[config.mk]
export PLATFORM = sky130hd
export DESIGN_NAME = freq_divider_prog_flat
export DESIGN_NICKNAME = d
export VERILOG_FILES = /design/src/rtl/freq_divider_prog_if.sv /design/src/rtl/freq_divider_prog.sv /design/src/flat_wrapper.sv
export SDC_FILE = /design/constraint.sdc
export NUM_CORES = 1
export LEC_CHECK = 0
export CORE_ASPECT_RATIO = 1.75
export CORE_MARGIN = 1
export CORE_UTILIZATION = 40
export CTS_CLUSTER_DIAMETER = 150
export CTS_CLUSTER_SIZE = 24
export DETAILED_ROUTE_END_ITERATION = 12
export GPL_TIMING_DRIVEN = 0
export PLACE_DENSITY = 0.57
export SYNTH_ARGS = -nofsm -noshare
export SYNTH_HDL_FRONTEND = slang
export SYNTH_SLANG_ARGS = --single-unit
[constraint.sdc]
create_clock -name clk -period 11.1 [get_ports clk]
set_input_delay 3.33 -clock clk [delete_from_list [all_inputs] [get_ports clk]]
set_output_delay 3.33 -clock clk [all_outputs]
set_load 0.02 [all_outputs]
[src/rtl/freq_divider_prog_if.sv]
// Interface for freq_divider_prog: run enables, valid/ready divisor config
// port and the per-channel divided-clock / tick / pending outputs.
// Optional macro FDIV_SYNC_EN adds the global sync line.
interface freq_divider_prog_if #(
   parameter int NUM_CH = 4,
   parameter int DIV_W  = 16,
   parameter int CH_W   = (NUM_CH > 1) ? $clog2(NUM_CH) : 1
);
   logic [NUM_CH-1:0] en;
   logic              cfg_valid;
   logic              cfg_ready;
   logic [CH_W-1:0]   cfg_ch;
   logic [DIV_W-1:0]  cfg_div;
   logic [NUM_CH-1:0] clk_out;
   logic [NUM_CH-1:0] tick;
   logic [NUM_CH-1:0] pending;
`ifdef FDIV_SYNC_EN
   logic              sync;
`endif

   modport master (
      output en, cfg_valid, cfg_ch, cfg_div,
`ifdef FDIV_SYNC_EN
      output sync,
`endif
      input  cfg_ready, clk_out, tick, pending
   );

   modport slave (
      input  en, cfg_valid, cfg_ch, cfg_div,
`ifdef FDIV_SYNC_EN
      input  sync,
`endif
      output cfg_ready, clk_out, tick, pending
   );
endinterface

[src/rtl/freq_divider_prog.sv]
// freq_divider_prog: NUM_CH independent runtime-programmable clock dividers.
// Each channel produces a 50%-duty divided clock (half-period = D cycles) and
// a one-cycle tick on every toggle. New divisors go to a shadow register and
// are only applied at a half-period boundary, while idle, or while parked,
// so a running half-period is never shortened or stretched.
// Optional macro FDIV_SYNC_EN: adds bus.sync, which holds every channel as if
// its enable were low; releasing it phase-aligns channels with equal D.
module freq_divider_prog #(
   parameter int NUM_CH      = 4,
   parameter int DIV_W       = 16,
   parameter int DEFAULT_DIV = 1
) (
   input  logic               clk,
   input  logic               rst,
   freq_divider_prog_if.slave bus
);
   localparam int               CH_W    = (NUM_CH > 1) ? $clog2(NUM_CH) : 1;
   localparam logic [DIV_W-1:0] DEF_DIV = DIV_W'(DEFAULT_DIV);
   localparam logic [DIV_W-1:0] ONE     = DIV_W'(1);
   localparam logic [DIV_W-1:0] ZERO    = {DIV_W{1'b0}};

   logic [DIV_W-1:0]  cnt_r    [NUM_CH];
   logic [DIV_W-1:0]  div_r    [NUM_CH];
   logic [DIV_W-1:0]  shadow_r [NUM_CH];
   logic [NUM_CH-1:0] clk_out_r;
   logic [NUM_CH-1:0] tick_r;
   logic [NUM_CH-1:0] pending_r;

   logic [NUM_CH-1:0] hit_s;
   logic [NUM_CH-1:0] accept_s;
   logic [NUM_CH-1:0] idle_s;
   logic [NUM_CH-1:0] tc_s;
   logic              cfg_ready_s;

   // Decode the config target; an out-of-range channel number hits nothing
   always_comb begin
      for (int c = 0; c < NUM_CH; c++) begin
         hit_s[c] = (bus.cfg_ch == CH_W'(c));
      end
   end

   // Ready only blocks when the addressed channel still has a shadow in flight;
   // out-of-range requests see ready=1 and are silently dropped
   assign cfg_ready_s   = ~|(hit_s & pending_r);
   assign accept_s      = hit_s & {NUM_CH{bus.cfg_valid & cfg_ready_s}};
   assign bus.cfg_ready = cfg_ready_s;

   // Per-channel hold condition (disabled, synced or parked at D=0) and terminal count
   always_comb begin
      for (int c = 0; c < NUM_CH; c++) begin
`ifdef FDIV_SYNC_EN
         idle_s[c] = ~bus.en[c] | bus.sync | (div_r[c] == ZERO);
`else
         idle_s[c] = ~bus.en[c] | (div_r[c] == ZERO);
`endif
         // Only meaningful when div_r != 0; idle_s takes priority otherwise
         tc_s[c]   = (cnt_r[c] == (div_r[c] - ONE));
      end
   end

   // Channel counters, divided clocks, ticks and shadow-divisor hand-over
   always_ff @(posedge clk or posedge rst) begin
      if (rst) begin
         for (int c = 0; c < NUM_CH; c++) begin
            cnt_r[c]    <= ZERO;
            div_r[c]    <= DEF_DIV;
            shadow_r[c] <= ZERO;
         end
         clk_out_r <= {NUM_CH{1'b0}};
         tick_r    <= {NUM_CH{1'b0}};
         pending_r <= {NUM_CH{1'b0}};
      end else begin
         for (int c = 0; c < NUM_CH; c++) begin
            if (idle_s[c]) begin
               cnt_r[c]     <= ZERO;
               clk_out_r[c] <= 1'b0;
               tick_r[c]    <= 1'b0;
               if (pending_r[c]) begin
                  div_r[c]     <= shadow_r[c];
                  pending_r[c] <= 1'b0;
               end
            end else if (tc_s[c]) begin
               cnt_r[c]     <= ZERO;
               clk_out_r[c] <= ~clk_out_r[c];
               tick_r[c]    <= 1'b1;
               // The half-period that just ended used the old D; the new one starts now
               if (pending_r[c]) begin
                  div_r[c]     <= shadow_r[c];
                  pending_r[c] <= 1'b0;
               end
            end else begin
               cnt_r[c]  <= cnt_r[c] + ONE;
               tick_r[c] <= 1'b0;
            end
            // Accept only happens with pending low, so it never collides with an apply
            if (accept_s[c]) begin
               shadow_r[c]  <= bus.cfg_div;
               pending_r[c] <= 1'b1;
            end
         end
      end
   end

   assign bus.clk_out = clk_out_r;
   assign bus.tick    = tick_r;
   assign bus.pending = pending_r;
endmodule

[src/flat_wrapper.sv]
// flat-port wrapper written by rule: the top's interface ports become plain ports
module freq_divider_prog_flat 
#(
   parameter int NUM_CH      = 4,
   parameter int DIV_W       = 16,
   parameter int DEFAULT_DIV = 1
)
  (clk, rst, bus_en, bus_cfg_valid, bus_cfg_ch, bus_cfg_div, bus_cfg_ready, bus_clk_out, bus_tick, bus_pending);
  freq_divider_prog_if #(.NUM_CH(NUM_CH), .DIV_W(DIV_W), .CH_W((2))) bus_i ();
  input  logic clk;
  input  logic rst;
  input wire logic [$bits(bus_i.en)-1:0] bus_en;
  input wire logic [$bits(bus_i.cfg_valid)-1:0] bus_cfg_valid;
  input wire logic [$bits(bus_i.cfg_ch)-1:0] bus_cfg_ch;
  input wire logic [$bits(bus_i.cfg_div)-1:0] bus_cfg_div;
  output wire logic [$bits(bus_i.cfg_ready)-1:0] bus_cfg_ready;
  output wire logic [$bits(bus_i.clk_out)-1:0] bus_clk_out;
  output wire logic [$bits(bus_i.tick)-1:0] bus_tick;
  output wire logic [$bits(bus_i.pending)-1:0] bus_pending;
  assign bus_i.en = bus_en;
  assign bus_i.cfg_valid = bus_cfg_valid;
  assign bus_i.cfg_ch = bus_cfg_ch;
  assign bus_i.cfg_div = bus_cfg_div;
  assign bus_cfg_ready = bus_i.cfg_ready;
  assign bus_clk_out = bus_i.clk_out;
  assign bus_tick = bus_i.tick;
  assign bus_pending = bus_i.pending;
  freq_divider_prog #(.NUM_CH(NUM_CH), .DIV_W(DIV_W), .DEFAULT_DIV(DEFAULT_DIV)) u_core (.clk(clk), .rst(rst), .bus(bus_i));
endmodule
==> run summary, run 1 <==
initial antenna violation count: 0
pre-CTS setup slack: 2.59 ns
Critical Path Max Stage Delay: 0.67 ns
Layout fillers: 2609
GP Congestion: 0.878
post-layout utilization of the core: 45.2%
TritonCTS Sinks: 204
dpl cells: 1490
H-tree depth: 1
Synth Cell Area: 11100 sq um
simple-gate portion of the synthesized area: 18.1%
dpl hpwl: 20.2 mm
post_cts resized: 0
first-pass GRT wire length: 45.7 mm
Synth Area in Compound Gates: 10.1%
final cell count without fillers: 1508
WP data arrival: 5.22 ns
Iteration-0 DRC Markers: 533
Hold Crit Class: flip-flop to flip-flop
nets: 1168
I/O pin cnt: 38
Highest Clock Rate: 0.117 GHz
register area: 5110 sq um
PortBufs: 37
RSZ-0062 raised after global routing: no
post-synthesis sequential area ratio: 45.9%
CTS Root Cell: clkbuf_16
Yosys warnings: 0
die height: 223 um
critical path class: primary input to output pin
Hold Buf Count CTS: 0
number of cells on the worst hold path: 1
ant diodes: 0
clk_lat worst skew: 0.48 ns
Crit Path Max Fanout: 5
Hold Crit Endpoint: u_core.div_r[2]
Reg clk slew, reported paths: 0.10 ns
Yosys cell types: 72
FFs w/ async S/R, synth: 100%
top-area cell type share of the netlist area: 45.0%
CP max-delay cell: clkdlybuf4s50_1
CP endpoint kind: output pin
largest family of logic cells by synthesized area: simple AND/OR/NAND/NOR gates
row cnt: 80
Max-Cap Viols: 0
area occupied by multi-input gates: 5650 sq um
final setup fails: 0
Inserted Clock Buffers: 12
drt drc: 0
Reg2Reg Depth: 9
via density per instance: 5.53
Avg WL per Cell: 18.1 um
grt ovf: 0
CP startpoint kind: primary input
Mapped Cells: 1083
Final min period: 8.55 ns
die area: 28500 sq um
PD cells: 172 nW/um^2
Mean Syn Cell Area: 10.3 sq um
status: finished clean
final hold vios: 0
chip width: 128 um
most common cell in the synthesized netlist: dfrtp_1
layout cells sized above 1: 12.9%
router iterations before antenna repair: 7
hold_ws: 0.488 ns
vias in the first global route: 8653
Synthesized Nets: 1116
postcts setup bufs: 0
Critical Path Most Common Cell: clkdlybuf4s50_1
Pins Over Slew Limit: 0
reg-to-reg endpoint: u_core.cnt_r[22]
DRT Wirelength: 27.2 mm
post-synthesis adder-cell area fraction: 0.899%
FF-to-FF Start: u_core.div_r[20]
Top FF cell, synth: dfrtp_1
fraction of synthesized area in multiplexers: 11.7%
CTS max path bufs: 3
area grow syn2layout: 10.9%
Max VDD drop: 0.0745 mV
Total Routing Usage GR: 20.2%
largest net degree at the start of global routing: 110
Post-Synth XOR/XNOR Area: 9.92%
worst path cell trace: clkdlybuf4s50_1 -> mux2_2 -> o21ai_0 -> clkdlybuf4s50_1
Commonest cells post-synth: 200 x dfrtp_1, 92 x mux2_2, 73 x nor2_1
Hold Crit Start: u_core.shadow_r[2]
vias post-DR: 8334
post-synth top area cell: dfrtp_1
final period utilization: 77.1%
Seq cells post-synth: 204
Leak: 4.87 nW
Worst R2R Setup Slack: 7.22 ns
Worst Slack Setup Final: 2.55 ns
max_slew headroom: 29.5%
final clock skew: 0.0186 ns
initial core utilization: 40.7%
CTS tree: yes
Synth area leaders: dfrtp_1 45%, mux2_2 9.3%, xnor2_1 5.0%, xor2_1 4.9%, nand3_1 2.8%
WP data required: 7.77 ns
actual slew at the worst max-slew pin: 1.05 ns
antenna viol nets, final: 0
Post-synth EDFFs: 0
Core ar.: 27300 sq um
## flip-flops by register name (all words and copies together), names as in the netlist
name / cells
u_core.div_r: 64
u_core.cnt_r: 64
u_core.shadow_r: 64
u_core.bus.pending: 4
u_core.bus.tick: 4
u_core.bus.clk_out: 4
## worst max path at each step
| stage | start | endpoint | cells after the start |
|---|---|---|---|
| final | bus_cfg_ch[0] | bus_cfg_ready | 4 |
| after floorplan | rst | u_core.bus.clk_out[0] | 1 |
| after global placement | rst | u_core.bus.clk_out[0] | 2 |
| after detailed placement | bus_cfg_ch[0] | bus_cfg_ready | 4 |
| after global routing | bus_cfg_ch[0] | bus_cfg_ready | 4 |
| after CTS | bus_cfg_ch[0] | bus_cfg_ready | 4 |
## report_power, final
part           switching [W]  internal, W  leakage, nW
Sequential          0.000163     0.000893         2.53
Clock               0.000253     0.000206        0.166
Combinational       0.000301     0.000303         2.18
Total               0.000717      0.00140         4.87
## cell usage in the layout (no fill, tap or decap), drive strengths merged, types with 5 or more instances in the layout
cell / n
a2111oi: 6
a211oi: 5
a21oi: 11
a31o: 5
a31oi: 18
and3: 21
buf: 16
clkbuf: 58
clkdlybuf4s50: 37
dfrtp: 200
ha: 8
inv: 35
mux2: 107
mux2i: 7
nand2: 67
nand2b: 9
nand3: 62
nand4: 11
nor2: 73
nor2b: 7
nor3: 54
nor4: 16
o211ai: 22
o21ai: 17
o22ai: 23
o31ai: 8
or3: 12
or4: 26
xnor2: 64
xor2: 62
## routing by layer
metal / share of wire (%) / vias up / global-route usage [%] / wire (um)
met3: 2.8 / 53 / 1.88 / 761
met4: 3.6 / 0 / 8.08 / 976
met5: 0 / - / 0 / 0
li1: - / 4015 / - / -
met1: 40 / 4104 / 23.2 / 10800
met2: 54 / 162 / 37.7 / 14700
## critical path, delay by kind of cell
kind	cells	cell delay, ns
buffers and inverters	2	1.25
muxes	1	0.36
AOI/OAI and AO/OA	1	0.28
## through the flow
stage	cell area (sq um)	power [W]	setup TNS, ns
floorplan	11100	0.00151	0
global placement	12000	0.00166	-128.56
detailed placement	12000	0.00168	0
CTS	12300	0.00214	0
global route	12300	0.00227	0
finish	12300	0.00212	0
## logic make-up after synthesis
logic type	after synthesis
compound gates	152
simple gates	387
buf+inv	92
fa+ha+maj	8
flops	204
xor+xnor	126
mux	114
## final cells by class
class                   instances  area share [%]
well taps                     369            3.74
clock inverters                 2           0.264
flip-flops and latches        204            41.4
repair buffers                 38            3.22
inverters                      35            1.13
multi-input cells             787            45.7
plain buffers                  57            1.97
clock buffers                  16            2.55
Power figures use the tool's default switching activity.
==> run 2, diff against run 1 <==
PLACE_DENSITY = 0.59   (was 0.57)
clock period = 7.35 ns   (was 11.1 ns; I/O delays follow)
==> run 2 against run 1 <==
  * Sequential power is 50% higher
  * Design area rose by 0.78%
  * Worst setup slack lost 1.5 ns
  * Register-to-register slack worse by 3.9 ns
  * Worst hold slack worse by 0.0017 ns
  * First-iteration DRC count up 9.4%
  * Core utilization rose by 0.35 points
  * Via count decreased by 0.25%
  * Critical path type unchanged
  * Largest cell class unchanged
==> run summary, run 2 (synthesis results as in run 1) <==
status: finished clean
Hold Crit Start: u_core.shadow_r[1]
CTS Root Cell: clkbuf_16
Leak: 4.91 nW
Pins Over Slew Limit: 0
CP endpoint kind: output pin
die height: 223 um
final period utilization: 85.4%
clk_lat worst skew: 0.49 ns
Core ar.: 27300 sq um
grt ovf: 0
Post-DP Area: 12100 sq um
Total Routing Usage GR: 19.9%
chip width: 128 um
Reg clk slew, reported paths: 0.10 ns
most common cell after layout, fill and taps aside: dfrtp_1
FF-to-FF Start: u_core.div_r[49]
Hold Buf Count CTS: 0
Avg WL per Cell: 18.0 um
PortBufs: 37
critical path class: primary input to output pin
TritonCTS Sinks: 204
reg-to-reg endpoint: u_core.div_r[52]
largest net degree at the start of global routing: 43
PD cells: 258 nW/um^2
dpl hpwl: 20.5 mm
CTS tree: yes
actual slew at the worst max-slew pin: 1.20 ns
die area: 28500 sq um
final hold vios: 0
DRT Wirelength: 27.3 mm
final setup fails: 0
Hold Crit Endpoint: u_core.div_r[1]
Iteration-0 DRC Markers: 583
ant diodes: 0
H-tree depth: 1
Worst R2R Setup Slack: 3.35 ns
postcts setup bufs: 0
WP data required: 5.14 ns
Reg2Reg Depth: 10
Max-Cap Viols: 0
final instance area: 12400 sq um
number of cells on the worst hold path: 1
drt drc: 0
most frequent cells in the layout: 200 x dfrtp_1, 92 x mux2_2, 73 x nor2_1
max_slew headroom: 19.6%
Hold Crit Class: flip-flop to flip-flop
Final min period: 6.28 ns
Highest Clock Rate: 0.159 GHz
router iterations before antenna repair: 5
I/O pin cnt: 38
layout cells sized above 1: 13.3%
via density per instance: 5.49
GP Congestion: 0.910
initial core utilization: 40.7%
RSZ-0062 raised after global routing: no
vias in the first global route: 8369
Inserted Clock Buffers: 12
initial antenna violation count: 0
post_cts resized: 0
area grow syn2layout: 11.8%
Max VDD drop: 0.125 mV
pre-CTS setup slack: 1.06 ns
top flop regs: u_core.cnt_r x64, u_core.div_r x64, u_core.shadow_r x64
antenna viol nets, final: 0
CP startpoint kind: primary input
Crit Path Max Fanout: 5
first-pass GRT wire length: 44.9 mm
nets: 1173
Worst Slack Setup Final: 1.07 ns
Sum Neg Setup Slack: 0 ns
Layout fillers: 2594
final clock skew: 0.0277 ns
CTS max path bufs: 3
row cnt: 80
WP data arrival: 4.07 ns
vias post-DR: 8313
[run 2: changes by cell type in the layout (fill, tap and decap cells not counted), sizes merged]
cell,previous run,this run
buf,16,21
clkinvlp,0,1
inv,35,34
[run 2: worst max path at each step]
| stage | startpoint | endpoint | slack [ns] | depth (start not counted) |
|---|---|---|---|---|
| global route | bus_cfg_ch[0] | bus_cfg_ready | 1.00 | 4 |
| detailed placement | bus_cfg_ch[0] | bus_cfg_ready | 1.06 | 4 |
| finish | bus_cfg_ch[0] | bus_cfg_ready | 1.07 | 4 |
| floorplan | bus_cfg_ch[0] | bus_cfg_ready | 2.15 | 2 |
| global placement | rst | u_core.cnt_r[19] | 0.84 | 2 |
| CTS | bus_cfg_ch[0] | bus_cfg_ready | 1.06 | 4 |
[run 2: metal layers]
layer	GRT usage [%]	vias to the layer above	share of wire [%]
met2	37.7	175	55
met1	22.9	4070	40
met5	0	-	0
met3	1.49	43	2.6
li1	-	4025	-
met4	7.25	0	3.0
[run 2: where the power goes]
group | internal [W] | switching [W]
clock | 0.000312 | 0.000391
combinational | 0.000462 | 0.000457
sequential | 0.00135 | 0.000240
[run 2: critical path, cell delays in order]
cell and delay (ns):
clkdlybuf4s50_1 0.59, mux2_2 0.36, o21ai_0 0.25, clkdlybuf4s50_1 0.66
[run 2: through the flow]
| step | utilization, % | total power [W] | hold slack [ns] | cells |
|---|---|---|---|---|
| floorplan | - | 0.00227 | 0.452 | 1083 |
| global placement | 43.8 | 0.00250 | 0.461 | 1489 |
| detailed placement | 44.3 | 0.00253 | 0.467 | 1495 |
| CTS | 45.5 | 0.00325 | 0.489 | 1513 |
| global route | 45.5 | 0.00341 | 0.497 | 1513 |
| finish | 45.5 | 0.00321 | 0.486 | 1513 |
[run 2: final cells by class]
class / count / area, sq um / area share [%]
clock buffer: 16 / 315 / 2.53
clock inverter: 2 / 32.5 / 0.261
multi-input combinational: 787 / 5650 / 45.4
sequential: 204 / 5110 / 41.1
inverter: 35 / 135 / 1.09
timing repair buffer: 43 / 498 / 4.00
buffer: 57 / 243 / 1.95
tap: 369 / 462 / 3.71
